[config.mk]
export PLATFORM = sky130hd
export DESIGN_NAME = panel_control
export DESIGN_NICKNAME = d
export VERILOG_FILES = /design/src/rtl/panel_control.sv
export SDC_FILE = /design/constraint.sdc
export NUM_CORES = 1
export LEC_CHECK = 0
export ABC_AREA = 1
export ABC_CLOCK_PERIOD_IN_PS = 9200
export CAP_MARGIN = 20
export CORE_MARGIN = 2
export CORE_UTILIZATION = 66
export CTS_CLUSTER_DIAMETER = 120
export CTS_CLUSTER_SIZE = 10
export DETAILED_ROUTE_END_ITERATION = 16
export PLACE_DENSITY_LB_ADDON = 0.12
export SETUP_SLACK_MARGIN = 0.1
export SYNTH_ARGS = -nofsm -noshare
export SYNTH_HDL_FRONTEND = slang
export SYNTH_SLANG_ARGS = --single-unit
[constraint.sdc]
create_clock -name i_clk -period 9.2 [get_ports i_clk]
set_input_delay 1.84 -clock i_clk [delete_from_list [all_inputs] [get_ports i_clk]]
set_output_delay 1.84 -clock i_clk [all_outputs]
set_load 0.005 [all_outputs]
[src/rtl/panel_control.sv]
// Front-panel controller: debounces four active-low keys, keeps the live algorithm/zoom
// selection and issues one START/BUSY command at a time with the selection locked.
module panel_control #(
  parameter int DEBOUNCE_CYCLES = 1000000,
  parameter int ACK_TIMEOUT     = 255
) (
  input  logic       i_clk,
  input  logic       i_reset,
  input  logic [3:0] i_key,
  input  logic       i_busy,
  output logic [1:0] o_algorithm,
  output logic [1:0] o_zoom_level,
  output logic [1:0] o_cmd_algorithm,
  output logic [1:0] o_cmd_zoom,
  output logic       o_start,
  output logic       o_done,
  output logic       o_error,
  output logic       o_locked
);

  localparam int DW = $clog2(DEBOUNCE_CYCLES + 1);
  localparam int TW = $clog2(ACK_TIMEOUT + 1);
  localparam logic [DW-1:0] DB_LAST = DW'(DEBOUNCE_CYCLES - 1);
  localparam logic [DW-1:0] DB_ONE  = DW'(1);
  localparam logic [TW-1:0] TO_LAST = TW'(ACK_TIMEOUT - 1);
  localparam logic [TW-1:0] TO_ONE  = TW'(1);

  // state | meaning: IDLE selectable | ISSUE START strobe | WAIT_ACK await BUSY high | RUN await BUSY low
  typedef enum logic [1:0] {S_IDLE, S_ISSUE, S_WAIT_ACK, S_RUN} state_t;

  logic [3:0]    r_sync1;
  logic [3:0]    r_sync2;
  logic [3:0]    r_deb;
  logic [3:0]    r_deb_d;
  logic [DW-1:0] r_db_cnt [4];
  logic [3:0]    w_press;

  always_ff @(posedge i_clk or posedge i_reset) begin
    if (i_reset) begin
      r_sync1 <= 4'hF;
      r_sync2 <= 4'hF;
      r_deb   <= 4'hF;
      r_deb_d <= 4'hF;
      for (int k = 0; k < 4; k++) r_db_cnt[k] <= '0;
    end else begin
      r_sync1 <= i_key;
      r_sync2 <= r_sync1;
      r_deb_d <= r_deb;
      for (int k = 0; k < 4; k++) begin
        if (r_sync2[k] == r_deb[k]) begin
          r_db_cnt[k] <= '0;
        end else if (r_db_cnt[k] == DB_LAST) begin
          r_deb[k]    <= r_sync2[k];
          r_db_cnt[k] <= '0;
        end else begin
          r_db_cnt[k] <= r_db_cnt[k] + DB_ONE;
        end
      end
    end
  end

  // Press = debounced falling edge, valid for exactly one cycle.
  assign w_press = r_deb_d & ~r_deb;

  state_t        r_state;
  state_t        w_state_next;
  logic [1:0]    r_alg,       w_alg_next;
  logic [1:0]    r_zoom,      w_zoom_next;
  logic [1:0]    r_cmd_alg,   w_cmd_alg_next;
  logic [1:0]    r_cmd_zoom,  w_cmd_zoom_next;
  logic          r_start,     w_start_next;
  logic          r_done,      w_done_next;
  logic          r_error,     w_error_next;
  logic [TW-1:0] r_to_cnt,    w_to_cnt_next;

  always_ff @(posedge i_clk or posedge i_reset) begin
    if (i_reset) begin
      r_state    <= S_IDLE;
      r_alg      <= 2'd0;
      r_zoom     <= 2'd0;
      r_cmd_alg  <= 2'd0;
      r_cmd_zoom <= 2'd0;
      r_start    <= 1'b0;
      r_done     <= 1'b0;
      r_error    <= 1'b0;
      r_to_cnt   <= '0;
    end else begin
      r_state    <= w_state_next;
      r_alg      <= w_alg_next;
      r_zoom     <= w_zoom_next;
      r_cmd_alg  <= w_cmd_alg_next;
      r_cmd_zoom <= w_cmd_zoom_next;
      r_start    <= w_start_next;
      r_done     <= w_done_next;
      r_error    <= w_error_next;
      r_to_cnt   <= w_to_cnt_next;
    end
  end

  always_comb begin
    w_state_next    = r_state;
    w_alg_next      = r_alg;
    w_zoom_next     = r_zoom;
    w_cmd_alg_next  = r_cmd_alg;
    w_cmd_zoom_next = r_cmd_zoom;
    w_start_next    = 1'b0;
    w_done_next     = 1'b0;
    w_error_next    = r_error;
    w_to_cnt_next   = r_to_cnt;
    case (r_state)
      S_IDLE: begin
        if (w_press[3]) begin
          w_cmd_alg_next  = r_alg;
          w_cmd_zoom_next = r_zoom;
          w_start_next    = 1'b1;
          w_error_next    = 1'b0;
          w_state_next    = S_ISSUE;
        end else begin
          if (w_press[0] && !w_press[1] && r_zoom != 2'd3) w_zoom_next = r_zoom + 2'd1;
          else if (w_press[1] && !w_press[0] && r_zoom != 2'd0) w_zoom_next = r_zoom - 2'd1;
          if (w_press[2]) w_alg_next = r_alg + 2'd1;
        end
      end
      S_ISSUE: begin
        w_to_cnt_next = '0;
        w_state_next  = S_WAIT_ACK;
      end
      S_WAIT_ACK: begin
        if (i_busy) begin
          w_state_next = S_RUN;
        end else if (r_to_cnt == TO_LAST) begin
          w_error_next  = 1'b1;
          w_to_cnt_next = '0;
          w_state_next  = S_IDLE;
        end else begin
          w_to_cnt_next = r_to_cnt + TO_ONE;
        end
      end
      S_RUN: begin
        if (!i_busy) begin
          w_done_next  = 1'b1;
          w_state_next = S_IDLE;
        end
      end
      default: w_state_next = S_IDLE;
    endcase
  end

  assign o_algorithm     = r_alg;
  assign o_zoom_level    = r_zoom;
  assign o_cmd_algorithm = r_cmd_alg;
  assign o_cmd_zoom      = r_cmd_zoom;
  assign o_start         = r_start;
  assign o_done          = r_done;
  assign o_error         = r_error;
  assign o_locked        = (r_state != S_IDLE);

endmodule

# --- Word level (Yosys, flattened, before mapping) ---
# Cells that the tools add are included.
totals:
  reg_bits: 117
  input_bits: 7
  out_inout_bits: 12
  elab_cells: 101
classes:
  addsub: 8
  eq_ne: 18
  n_mux: 26
  bitwise_logic: 7
  n_reduce_logical: 22
op_table:
  columns: ["cell", "count"]
  rows:
  - ["$mux 20", 8]
  - ["$add 20x1->20 const B", 4]
  - ["$eq 20x20->1 const B", 4]
  - ["$mux 8", 2]
  - ["$pmux 8 s2", 1]
  - ["$mux 2", 6]
  - ["$reduce_and 2->1", 6]
  - ["$ne 2x2->1 const B", 5]
  - ["$reduce_bool 2->1", 5]
  - ["$reduce_and 3->1", 3]
  - ["$add 8x1->8 const B", 1]
  - ["$eq 8x8->1 const B", 1]
  - ["$pmux 2 s4", 1]
  - ["$mux 1", 7]
  - ["$not 1->1", 5]
  - ["$add 2x1->2 const B", 2]
  - ["$and 4x4->4", 1]
  - ["$eq 1x1->1", 4]
  - ["$eq 2x2->1 const B", 2]
  - ["$logic_and 1x1->1", 4]
  - ["$not 4->4", 1]
  - ["$reduce_and 4->1", 1]
  - ["$ne 3x3->1 const B", 1]
  - ["$eq 2x1->1 const B", 1]
  - ["4 further kinds", 5]

# --- Logic depth before layout (Yosys ltp) ---
depth:
  ltp_word: 7
  ltp_mapped: 9
  mapped_depth_nobuf: 9

# --- Worst setup path before layout ---
# No wires, ideal clock.
synth_timing:
  kind: "input to register"
  start: "in i_busy"
  end: "reg r_to_cnt[6]"
  setup_time_ps: 114
  arrival_time_ps: 2367
  required_time_ps: 9086
  setup_slack_ps: 6719
  cell_stages: 7
  path_buffers: 1
  path_cell_list: "inv_1 nand2_2 o21ai_2 buf_6 nand3_1 nand2_1 nor2_2"
synth_via:
  elab_chain_cells: 2
synth_rtl:
  columns: ["item", "line", "text"]
  rows:
  - ["from (decl)", "10", "input logic i_busy,"]
  - ["$ne 2x2->1 (no source line)", null, null]
  - ["$reduce_and 2->1 (no source line)", null, null]
  - ["to (signal assigned)", "96", "r_to_cnt <= w_to_cnt_next;"]
  - ["to (decl)", "74", "logic [TW-1:0] r_to_cnt, w_to_cnt_next;"]
# No other way between the ends.
# A chain may end at the register's enable or synchronous reset.

# --- Worst setup path in the final report ---
layout_timing:
  start: "reg r_state[1]"
  end: "out o_locked"
layout_via:
  elab_chain_cells: 1
layout_rtl:
  columns: ["item", "line", "text"]
  rows:
  - ["from (decl)", "65", "state_t r_state;"]
  - ["from (signal assigned)", "88", "r_state <= w_state_next;"]
  - ["$reduce_bool 2->1", "156", "assign o_locked = (r_state != S_IDLE);"]
  - ["to (decl)", "18", "output logic o_locked"]
# No other way between the ends.

==> summary.txt <==
STA
  – Final period utilization: 0.386
  – Clock Skew: 0.00771 ns
  – Setup TNS: 0 ns
  – Unrepaired setup endpoints after global routing: no
  – Setup violators final: 0
  – Final Max Slew Viols: 0
  – Final Hold Vio Count: 0
  – Rel. slew slack: 0.282
  – Minimum clock period: between 3 and 4 ns
  – Slew @ Worst Pin: about 1.1 ns
  – Setup WS post-layout: 5.65 ns
  – Highest Clock Rate: 0.282 GHz

Worst setup path
  – Crit-path cells: inv_2 > nand2_2 > clkdlybuf4s50_1
  – Worst reg2reg endpoint: r_db_cnt[65]$_DFF_PP0_
  – Worst EP arrival: 1.71 ns
  – Reg-to-reg startpoint: r_sync2[0]$_DFF_PP1_
  – Startpoint Class: register
  – Worst setup EP type: output port
  – Worst Path Max Fanout: 5
  – CP required: about 7.4 ns
  – Crit path largest cell delay: ~0.53 ns
  – Cells on worst reg2reg path: 4
  – Crit Path Class: reg2out
  – Slowest CP cell: clkdlybuf4s50_1
  – Reg2reg setup slack: approximately 7.5 ns

Pwr
  – PwrDens: 185 nW/um^2
  – P_leak: between 3 and 4 nW
  – Max IR drop VDD: 0.000161 V

Worst hold path
  – Worst hold-check path type: reg2reg
  – Hold Path Sink: r_sync2[2]$_DFF_PP1_
  – Hold Crit Depth: 0
  – Hold Startpoint: r_sync1[2]$_DFF_PP1_

Synthesis
  – Syn avg cell area: around 7.6 um^2
  – Post-synthesis cell count: slightly above 800
  – Flops & latches, synth: between 100 and 150
  – Cell accounting for the most synthesized area: dfrtp_1
  – Sequential-to-total area share from yosys stat: 0.476
  – Net Count, Synth: 828
  – Area fraction of the dominant cell type after synthesis: 0.408
  – Ys Warns: 0
  – Dominant synthesized flop cell: dfrtp_1
  – Post-Syn Area: between 6000 and 7000 um^2
  – Largest cells by area after synthesis: dfrtp_1, nor2_1, nand2_1, dfstp_2, nand3_1
  – Synth top cells by count: nor2_1, nand2_1, dfrtp_1, inv_1, nand3_1
  – Count of different cell masters after synthesis: 31
  – EDFF count, synth: 0
  – Async set or reset register ratio after synthesis: 1.00
  – Most common cell in the netlist: nor2_1

Die
  – IO Count: 19
  – Row count: 35
  – Core Box Area: 9150 um^2
  – Die H: 101 um
  – Die area: 10200 um^2
  – Initial Utilization: 0.676
  – Die width: 101 um

Status
  – Status: finished clean

GRT
  – Largest net degree at the start of global routing: 80
  – GRT Residual Overflow: 0
  – First-pass GRT wire length: about 22000 um
  – Overall routing resource usage: 0.279
  – Initial antenna violation count: 0
  – Vias in the first global route: 5090

Clock tree
  – Clk pin slew, worst setup/hold paths: 0.06 ns
  – Sink Count: between 100 and 150
  – CTS Buf Count: 17
  – TritonCTS clock tree: built
  – Clock latency on the worst-skew pair: 0.52 ns
  – Hold-fix buffers, CTS: 0
  – # resized after CTS: 0
  – Setup repair bufs after CTS: 0
  – H-tree Lvls: 4
  – CTS Root Cell: clkbuf_8
  – Buffer levels on the longest clock path: 2

Placed design
  – Gpl congestion: a little over 0.9
  – DP HPWL: 8920 um
  – IO buf count: 18
  – Setup WS pre-CTS: approximately 5.5 ns

Detailed routing
  – Drt wl/cell: roughly 13 um
  – Detailed Routing Iterations Pass 1: 5
  – Final antenna-violating net count: 0
  – Via density per instance: around 5.4
  – Drt total wl: roughly 13000 um
  – Vias: approximately 5300
  – 1st-iter DRT viols: 267
  – DRC: 0

Cells and area
  – Area growth from synthesis to layout: 14.0%
  – Antenna cells: 0
  – Net count, final: between 800 and 900
  – Fraction of layout cells with a size suffix above 1: 0.0906

Run
  – Total of max-cap violations: 0
==> through the flow <==
stage          power (W)   util  std cells  hold slack [ns]  instance area, um^2
6_report         0.00130  0.771        972            0.356                 7060
5_1_grt          0.00136  0.771        972            0.362                 7060
4_1_cts          0.00131  0.771        972            0.357                 7060
3_5_place_dp    0.000684  0.709        940            0.348                 6490
3_3_place_gp    0.000676  0.709        940            0.349                 6490
2_1_floorplan   0.000650      -        815            0.345                 6190
==> critical path, delay by kind of cell, from the launching register on <==
family                 cells  cell delay (ns)
buffers and inverters      2             0.62
flip-flops                 1             0.46
AND/OR/NAND/NOR            1             0.12
==> cells in the final DEF (no fill, tap or decap), drive strengths merged <==
master | netlist | final
nor2 | 199 | 199
nand2 | 180 | 180
inv | 102 | 103
dfrtp | 101 | 101
nand3 | 84 | 84
xor2 | 29 | 29
clkbuf | 3 | 20
o21ai | 19 | 19
clkdlybuf4s50 | 0 | 18
dfstp | 16 | 16
xnor2 | 15 | 15
nand4 | 13 | 13
nor3 | 12 | 12
a21oi | 11 | 11
nand3b | 9 | 9
ha | 6 | 6
clkinv | 0 | 5
nor3b | 4 | 4
o21bai | 4 | 4
clkinvlp | 0 | 4
and2 | 2 | 2
bufinv | 0 | 2
o22ai | 1 | 1
o211ai | 1 | 1
o2111ai | 1 | 1
or2 | 1 | 1
buf | 2 | 1
==> where the power goes <==
part           switching [W]  internal, W
clock               0.000235     0.000392
sequential         0.0000186     0.000535
combinational      0.0000799    0.0000431
==> metal layers <==
layer	global-route usage	wire length, um	vias up
met4	0.119	336	0
li1	-	-	2628
met1	0.372	5800	2438
met3	0.0714	642	38
met5	0	0	-
met2	0.436	6280	175
==> kinds of logic (layout without fill, tap and decap cells) <==
kind of cell / count (synthesis) / in the layout / synth area share
buffers and inverters: 107 / 153 / 0.0663
adders and majority gates: 6 / 6 / 0.0121
DFF: 117 / 117 / 0.476
and+or+nand+nor: 504 / 504 / 0.349
xor gates and xnor gates: 44 / 44 / 0.0623
AOI/OAI and AO/OA: 37 / 37 / 0.0340
==> worst max-delay path by stage <==
stage / start / to / slack, ns
6_report: r_state[1]$_DFFE_PP0P_ / o_locked / 5.65
5_1_grt: r_state[1]$_DFFE_PP0P_ / o_locked / 5.60
4_1_cts: r_state[1]$_DFFE_PP0P_ / o_locked / 5.64
3_5_place_dp: i_reset / r_to_cnt[6]$_DFFE_PP0P_ / 5.54
3_3_place_gp: i_reset / r_to_cnt[6]$_DFFE_PP0P_ / 5.58
2_1_floorplan: i_reset / o_algorithm[0]$_DFFE_PP0P_ / 4.29
==> layout make-up <==
type,count,area [um^2]
clock buffer,20,435
clock inverter,12,131
fill,633,2090
inverter,102,385
multi-input combinational,591,2830
sequential,117,2950
tap,111,139
timing repair buffer,19,188
==> flip-flops by register name, summed over array words and instances, names as in the netlist, 2 cells and up <==
name,flops
r_to_cnt,8
o_zoom_level,2
r_sync1,4
r_db_cnt,80
r_deb_d,4
r_sync2,4
o_algorithm,2
o_cmd_algorithm,2
o_cmd_zoom,2
r_state,2
r_deb,4
Note: power is estimated with default switching activity, not from simulation.
